### config.mk
export PLATFORM = sky130hd
export DESIGN_NAME = mp_add_seq
export DESIGN_NICKNAME = d
export VERILOG_FILES = /design/src/rtl/mp_add_pkg.sv /design/src/rtl/cla8_slice.sv /design/src/rtl/mp_add_seq.sv
export SDC_FILE = /design/constraint.sdc
export NUM_CORES = 1
export LEC_CHECK = 0
export ABC_AREA = 0
export CORE_MARGIN = 3
export CORE_UTILIZATION = 43
export CTS_CLUSTER_DIAMETER = 150
export DETAILED_ROUTE_END_ITERATION = 8
export PLACE_DENSITY = 0.78
export SLEW_MARGIN = 20
export SYNTH_ARGS = -nofsm -noshare
export SYNTH_HDL_FRONTEND = slang
export SYNTH_SLANG_ARGS = --single-unit
### constraint.sdc
create_clock -name clk -period 9.95 [get_ports clk]
set_clock_uncertainty 0.2 [all_clocks]
set_input_delay 1.99 -clock clk [delete_from_list [all_inputs] [get_ports clk]]
set_output_delay 1.99 -clock clk [all_outputs]
set_load 0.03 [all_outputs]
### src/rtl/mp_add_pkg.sv
`default_nettype none
// ============================================================================
// Module  : mp_add_pkg
// Brief   : Shared state encoding and byte-width constant for mp_add_seq.
// Revision: 1.0
// ============================================================================
package mp_add_pkg;

    localparam int BYTE_W = 8;

    typedef logic [1:0] state_t;

    localparam state_t ST_IDLE = 2'd0;
    localparam state_t ST_RUN  = 2'd1;
    localparam state_t ST_DONE = 2'd2;

endpackage
`default_nettype wire

### src/rtl/cla8_slice.sv
`default_nettype none
// ============================================================================
// Module  : cla8_slice
// Brief   : Combinational 8-bit carry-lookahead adder slice.
// Revision: 1.0
// ============================================================================
module cla8_slice
    import mp_add_pkg::*;
(
    input  logic [BYTE_W-1:0] a,
    input  logic [BYTE_W-1:0] b,
    input  logic              ci,
    output logic [BYTE_W-1:0] s,
    output logic              co
);

    logic [BYTE_W-1:0] g;
    logic [BYTE_W-1:0] p;
    logic [BYTE_W:0]   c;
    logic              prop;

    assign g = a & b;
    assign p = a ^ b;

    // Each carry is a flat sum of generate terms gated by the propagate chain above them.
    always_comb begin
        c    = '0;
        prop = 1'b1;
        c[0] = ci;
        for (int i = 0; i < BYTE_W; i++) begin
            prop = 1'b1;
            for (int j = i; j >= 0; j--) begin
                c[i+1] = c[i+1] | (g[j] & prop);
                prop   = prop & p[j];
            end
            c[i+1] = c[i+1] | (ci & prop);
        end
    end

    assign s  = p ^ c[BYTE_W-1:0];
    assign co = c[BYTE_W];

endmodule
`default_nettype wire

### src/rtl/mp_add_seq.sv
`default_nettype none
// ============================================================================
// Module  : mp_add_seq
// Brief   : Byte-serial multi-precision add/subtract around one CLA slice.
//           Optional signed-overflow output enabled by MP_ADD_OVF_EN.
// Revision: 1.0
// ============================================================================
module mp_add_seq
    import mp_add_pkg::*;
#(
    parameter int NBYTES = 4
) (
    input  logic                     clk,
    input  logic                     rst_n,
    input  logic                     in_valid,
    output logic                     in_ready,
    input  logic [BYTE_W*NBYTES-1:0] a,
    input  logic [BYTE_W*NBYTES-1:0] b,
    input  logic                     cin,
    input  logic                     sub,
    output logic                     out_valid,
    input  logic                     out_ready,
    output logic [BYTE_W*NBYTES-1:0] sum,
    output logic                     cout
`ifdef MP_ADD_OVF_EN
    ,
    output logic                     ovf
`endif
);

    localparam int              KW     = (NBYTES > 1) ? $clog2(NBYTES) : 1;
    localparam int              W      = BYTE_W * NBYTES;
    localparam logic [KW-1:0]   K_LAST = KW'(NBYTES - 1);

    state_t          state_q, state_d;
    logic [KW-1:0]   k_q, k_d;
    logic            carry_q, carry_d;
    logic [W-1:0]    a_q, a_d;
    logic [W-1:0]    b_q, b_d;
    logic [W-1:0]    sum_q, sum_d;
    logic            cout_q, cout_d;
`ifdef MP_ADD_OVF_EN
    logic            ovf_q, ovf_d;
`endif

    logic [BYTE_W-1:0] slice_a;
    logic [BYTE_W-1:0] slice_b;
    logic [BYTE_W-1:0] slice_s;
    logic              slice_co;

    assign slice_a = a_q[k_q*BYTE_W +: BYTE_W];
    assign slice_b = b_q[k_q*BYTE_W +: BYTE_W];

    cla8_slice u_cla8_slice (
        .a  (slice_a),
        .b  (slice_b),
        .ci (carry_q),
        .s  (slice_s),
        .co (slice_co)
    );

    always_comb begin
        state_d = state_q;
        k_d     = k_q;
        carry_d = carry_q;
        a_d     = a_q;
        b_d     = b_q;
        sum_d   = sum_q;
        cout_d  = cout_q;
`ifdef MP_ADD_OVF_EN
        ovf_d   = ovf_q;
`endif
        case (state_q)
            ST_IDLE: begin
                if (in_valid) begin
                    a_d     = a;
                    b_d     = sub ? ~b : b;
                    carry_d = sub ? 1'b1 : cin;
                    k_d     = '0;
                    state_d = ST_RUN;
                end
            end
            ST_RUN: begin
                sum_d[k_q*BYTE_W +: BYTE_W] = slice_s;
                carry_d                     = slice_co;
                // k parks on the last byte; it is only cleared by acceptance or reset.
                if (k_q == K_LAST) begin
                    cout_d  = slice_co;
`ifdef MP_ADD_OVF_EN
                    ovf_d   = (a_q[W-1] == b_q[W-1]) && (slice_s[BYTE_W-1] != a_q[W-1]);
`endif
                    state_d = ST_DONE;
                end else begin
                    k_d = k_q + 1'b1;
                end
            end
            ST_DONE: begin
                if (out_ready) begin
                    state_d = ST_IDLE;
                end
            end
            default: state_d = ST_IDLE;
        endcase
    end

    always_ff @(posedge clk) begin
        if (!rst_n) begin
            state_q <= ST_IDLE;
            k_q     <= '0;
            carry_q <= 1'b0;
            a_q     <= '0;
            b_q     <= '0;
            sum_q   <= '0;
            cout_q  <= 1'b0;
`ifdef MP_ADD_OVF_EN
            ovf_q   <= 1'b0;
`endif
        end else begin
            state_q <= state_d;
            k_q     <= k_d;
            carry_q <= carry_d;
            a_q     <= a_d;
            b_q     <= b_d;
            sum_q   <= sum_d;
            cout_q  <= cout_d;
`ifdef MP_ADD_OVF_EN
            ovf_q   <= ovf_d;
`endif
        end
    end

    assign in_ready  = (state_q == ST_IDLE);
    assign out_valid = (state_q == ST_DONE);
    assign sum       = sum_q;
    assign cout      = cout_q;
`ifdef MP_ADD_OVF_EN
    assign ovf       = ovf_q;
`endif

endmodule
`default_nettype wire

# == After elaboration in Yosys (flattened, before gate mapping) ==
# Index checks and enable logic that the tools add are counted.
# op_classes
n_reduce_logical,7
n_eq_ne,7
n_bitwise,104
muxes,12
addsub,2
n_shift,4
# ops
operator,count
1-bit AND,64
32-bit by 6-bit variable part select with 8-bit output,2
1-bit OR,36
5-bit negator with 34-bit output,1
"8-bit by 34-bit variable shift with 32-bit output, first input constant",1
8-bit by 34-bit variable part select with 32-bit output,1
32-bit bitwise mux,1
32-bit 2-to-1 mux,1
32-bit inverter,1
8-bit XOR,2
2-bit 2-to-1 mux,5
8-bit AND,1
"2-bit inequality test, second input constant",3
2-bit case mux with 3 select lines,1
2-bit AND reduction,3
3-bit AND reduction,2
"2-bit == test, second input constant",2
2-bit case mux with 2 select lines,1
"2-bit by 1-bit adder with 2-bit output, second input constant",1
"2-bit by 1-bit == test with 1-bit output, second input constant",1
2-bit logical NOT,1
1-bit 2-to-1 mux,2
"2-bit by 1-bit inequality test with 1-bit output, second input constant",1
1-bit case mux with 2 select lines,1
2-bit nonzero test,1
# word_totals
output_inout_bits,35
inputBits,70
word_cells,143
register_bits,102

# == Logic depth before layout (Yosys ltp) ==
# depth
word_depth,13
depth_mapped,9
mapped_depth_nobuf,7

# == By module ==
# A second synthesis with hierarchy kept.
# hier_totals
cells_unflattened,495
area_unflattened_um2,4864.7
# modules_own_cells
mod,n_inst,area_each_um2,cells_per_inst,seq_area_each_um2
mp_add_seq,1,4528.1,454,2042.0
cla8_slice,1,336.6,41,0.0

# == Worst setup path after synthesis ==
# OpenSTA, ideal clock, no wires.
# synth_timing
path_type,input to register
start,input in_valid
end,register b_q[10]
t_required_ns,9.612
t_arrival_ns,2.971
n_path_buf,3
path_stages,5
setup_ns,0.138
setup_slack_ns,6.642
cell_sequence,nor3b_1 clkbuf_1 buf_2 buf_1 a211oi_1
# synth_via
elab_chain_len,1
# synth_rtl
item,line_no,source
from (decl),mp_add_seq.sv:15,"input logic in_valid,"
2-bit AND reduction (no line),--,
to (signal assigned),mp_add_seq.sv:112,b_q <= '0;
to (signal assigned),mp_add_seq.sv:123,b_q <= b_d;
to (decl),mp_add_seq.sv:39,"logic [W-1:0] b_q, b_d;"
# No other way between the ends.
# A chain may end at the register's enable or synchronous reset.

==> flow_metrics.tcl <==
set metrics [dict create \
    outcome "completed" \
    clock.fmax_mhz 213 \
    hpwl_um 8500 \
    grt_start_max_net_pins 100 \
    dr.pass1.iters 5 \
    async_reset_ff_share_pct 0 \
    finalCritPeriodShare_pct 47.3 \
    drt_wl_total_um 11300 \
    yosysUniqueCellTypes 51 \
    ir_worst_vdd_mv 0.103 \
    clockBufferDepth 2 \
    hold_buffers 0 \
    wl_per_cell_um 15.0 \
    setup_viol 0 \
    hp-class "reg -> reg" \
    antenna_cells 0 \
    ctsResizeCount 0 \
    final_common_cell "clkdlybuf4s50_1" \
    cts_tree "yes" \
    worst_setup_path_start_kind "primary input" \
    path_max_fanout 52 \
    h-tree-depth 3 \
    worstPathRequired_ns 10.06 \
    grt_first_pass_wirelength_um 18700 \
    place_inst 739 \
    pin_count 105 \
    cts.sinks 102 \
    ys_seq_area_share_pct 42.5 \
    synth_ff_type "dfxtp_1" \
    path_class "in -> reg" \
    power_density_mw_per_mm2 152 \
    fin_nets 700 \
    setup_tns_ns 0 \
    hold_ws_ns 0.260 \
    clk_pin_slew_ns 0.10 \
    finalPower_mw 0.934 \
    gp_congestion 0.873 \
    final_cell_mix "103 x clkdlybuf4s50_1, 102 x dfxtp_1, 82 x nand2_1" \
    reg2reg_to "sum[30]$_SDFFE_PN0P_" \
    die_width_um 112 \
    fin_crit_ns 4.71 \
    drt_iter0_drc 228 \
    netlist_area_sq_mm 0.00480 \
    max-cap-violations 0 \
    grt_pass1_vias 3833 \
    core_area_sq_mm 0.0106 \
    ys_ff_latch 102 \
    viasPerCell 5.36 \
    startpoint "rst_n" \
    placementRows 37 \
    reg2reg_slack_ns 6.27 \
    grt_use_total_pct 18.1 \
    finalHoldViolations 0 \
    root_buffer "clkbuf_8" \
    final_cells 755 \
    worstRegToRegCells 8 \
    vias 4045 \
    die_h_um 112 \
    syn_inst 531 \
    dieArea_sq_mm 0.0125 \
    antenna_left 0 \
    io_buffers 104 \
    arrival_ns 4.81 \
    rsz0062_at_grt "no" \
    crit_end "sum[15]$_SDFFE_PN0P_" \
    slew_headroom_pct 33.3 \
    dpl_worst_slack_ns 4.90 \
    r2r_start "k_q[0]$_SDFFE_PN0P_" \
    crit_path_end_kind "flop" \
    worstMarginPinSlew_ns 0.998 \
    drc 0 \
    start_util_pct 45.3 \
    area_growth_pct 27.9 \
    antenna_found_initial 0 \
    numCtsBuffers 9 \
    yosysWarnings 0 \
    syn_area_per_cell_sq_um 9.04 \
    synth_edf_count 0 \
    leakagePower_nw 2.21 \
    clock_latency_ns 0.37 \
    cts_setup_buffers 0 \
    setup_ws_ns 5.24 \
    synth_fp_nets 617 \
    overflow 0 \
    report.final.slew_viol_count 0 \
    fillCellCount 931 \
    final_layout_size_suffix_gt1_share_pct 8.24 \
]
==> how the worst min path moves through the flow <==
stage | from | to | slack, ns | cells past startpoint
floorplan | a_q[16]$_SDFFE_PN0P_ | a_q[16]$_SDFFE_PN0P_ | 0.23 | 2
global placement | a_q[24]$_SDFFE_PN0P_ | a_q[24]$_SDFFE_PN0P_ | 0.24 | 2
detailed placement | a_q[13]$_SDFFE_PN0P_ | a_q[13]$_SDFFE_PN0P_ | 0.25 | 2
CTS | a_q[19]$_SDFFE_PN0P_ | a_q[19]$_SDFFE_PN0P_ | 0.26 | 2
global route | sum[19]$_SDFFE_PN0P_ | sum[19]$_SDFFE_PN0P_ | 0.27 | 2
finish | a_q[6]$_SDFFE_PN0P_ | a_q[6]$_SDFFE_PN0P_ | 0.26 | 2
==> state kept, by name (all words and copies together) (netlist names) <==
name / count
state_q: 2
sum: 32
cout: 1
b_q: 32
k_q: 2
a_q: 32
carry_q: 1
==> synth_stat cells (3+ instances only) <==
cell type  number  share of area, %
o31ai_1         5              0.78
a31oi_1         3              0.39
o21ai_0         6              0.63
mux4_2         16               7.5
nand2b_1        3              0.39
o21ai_1        17               1.8
a21oi_1        42               4.4
inv_1           7              0.55
a22oi_1        12               1.9
nand2_2         3              0.39
nand3_1        19               2.0
buf_1           4              0.31
ha_1           15               3.9
a21o_1          3              0.47
a211oi_1       34               5.3
or3_1           3              0.39
nor2_1         53               4.1
nand2_1        82               6.4
nor2b_1         3              0.39
xnor2_1        33               6.0
dfxtp_1       102                43
nor3_1          4              0.42
buf_2           7              0.73
clkbuf_1       23               1.8
==> power breakdown <==
group          internal, mW  total (mW)  switching, mW
Sequential            0.430       0.444         0.0143
Clock                 0.170       0.318          0.147
Combinational        0.0815       0.172         0.0906
==> cells by family (layout without fill, tap and decap cells) <==
group                      after synthesis  after routing  synth area share [%]
adders and majority gates               16             16                  4.33
AOI/OAI and AO/OA                      132            132                  17.4
DFF                                    102            102                  42.5
xor gates and xnor gates                34             34                  6.20
muxes                                   18             18                  8.00
and+or+nand+nor                        185            185                  17.8
buffers and inverters                   44            132                  3.70
==> routing by layer <==
layer	GRT usage [%]	vias to the layer above	share of wire, %
met5	0	-	0
met4	6.49	0	2.2
met3	3.53	24	6.0
met2	29.7	140	47
met1	24.0	1842	45
li1	-	2039	-
==> metrics by stage <==
step | util [%] | cell area (sq um)
CTS | 57.9 | 6140
detailed placement | 55.6 | 5890
floorplan | - | 4800
finish | 57.9 | 6140
global placement | 55.6 | 5890
global route | 57.9 | 6140
==> critical path, stage by stage <==
cell and delay, ns:
clkdlybuf4s50_1 1.07, inv_2 0.46, buf_4 0.43, a211o_1 0.33
a31oi_1 0.25, nor3_1 0.11, o21ai_1 0.14
==> cell type report <==
type                            instances  area [sq um]  share of cell area, %
Multi-Input combinational cell        385          2580                   42.1
Sequential cell                       102          2040                   33.3
Timing Repair Buffer                  107          1060                   17.2
Tap cell                              136           170                   2.77
Clock inverter                          7           126                   2.06
Clock buffer                            9           124                   2.02
Inverter                                9          33.8                  0.550
Power figures use the tool's default switching activity.
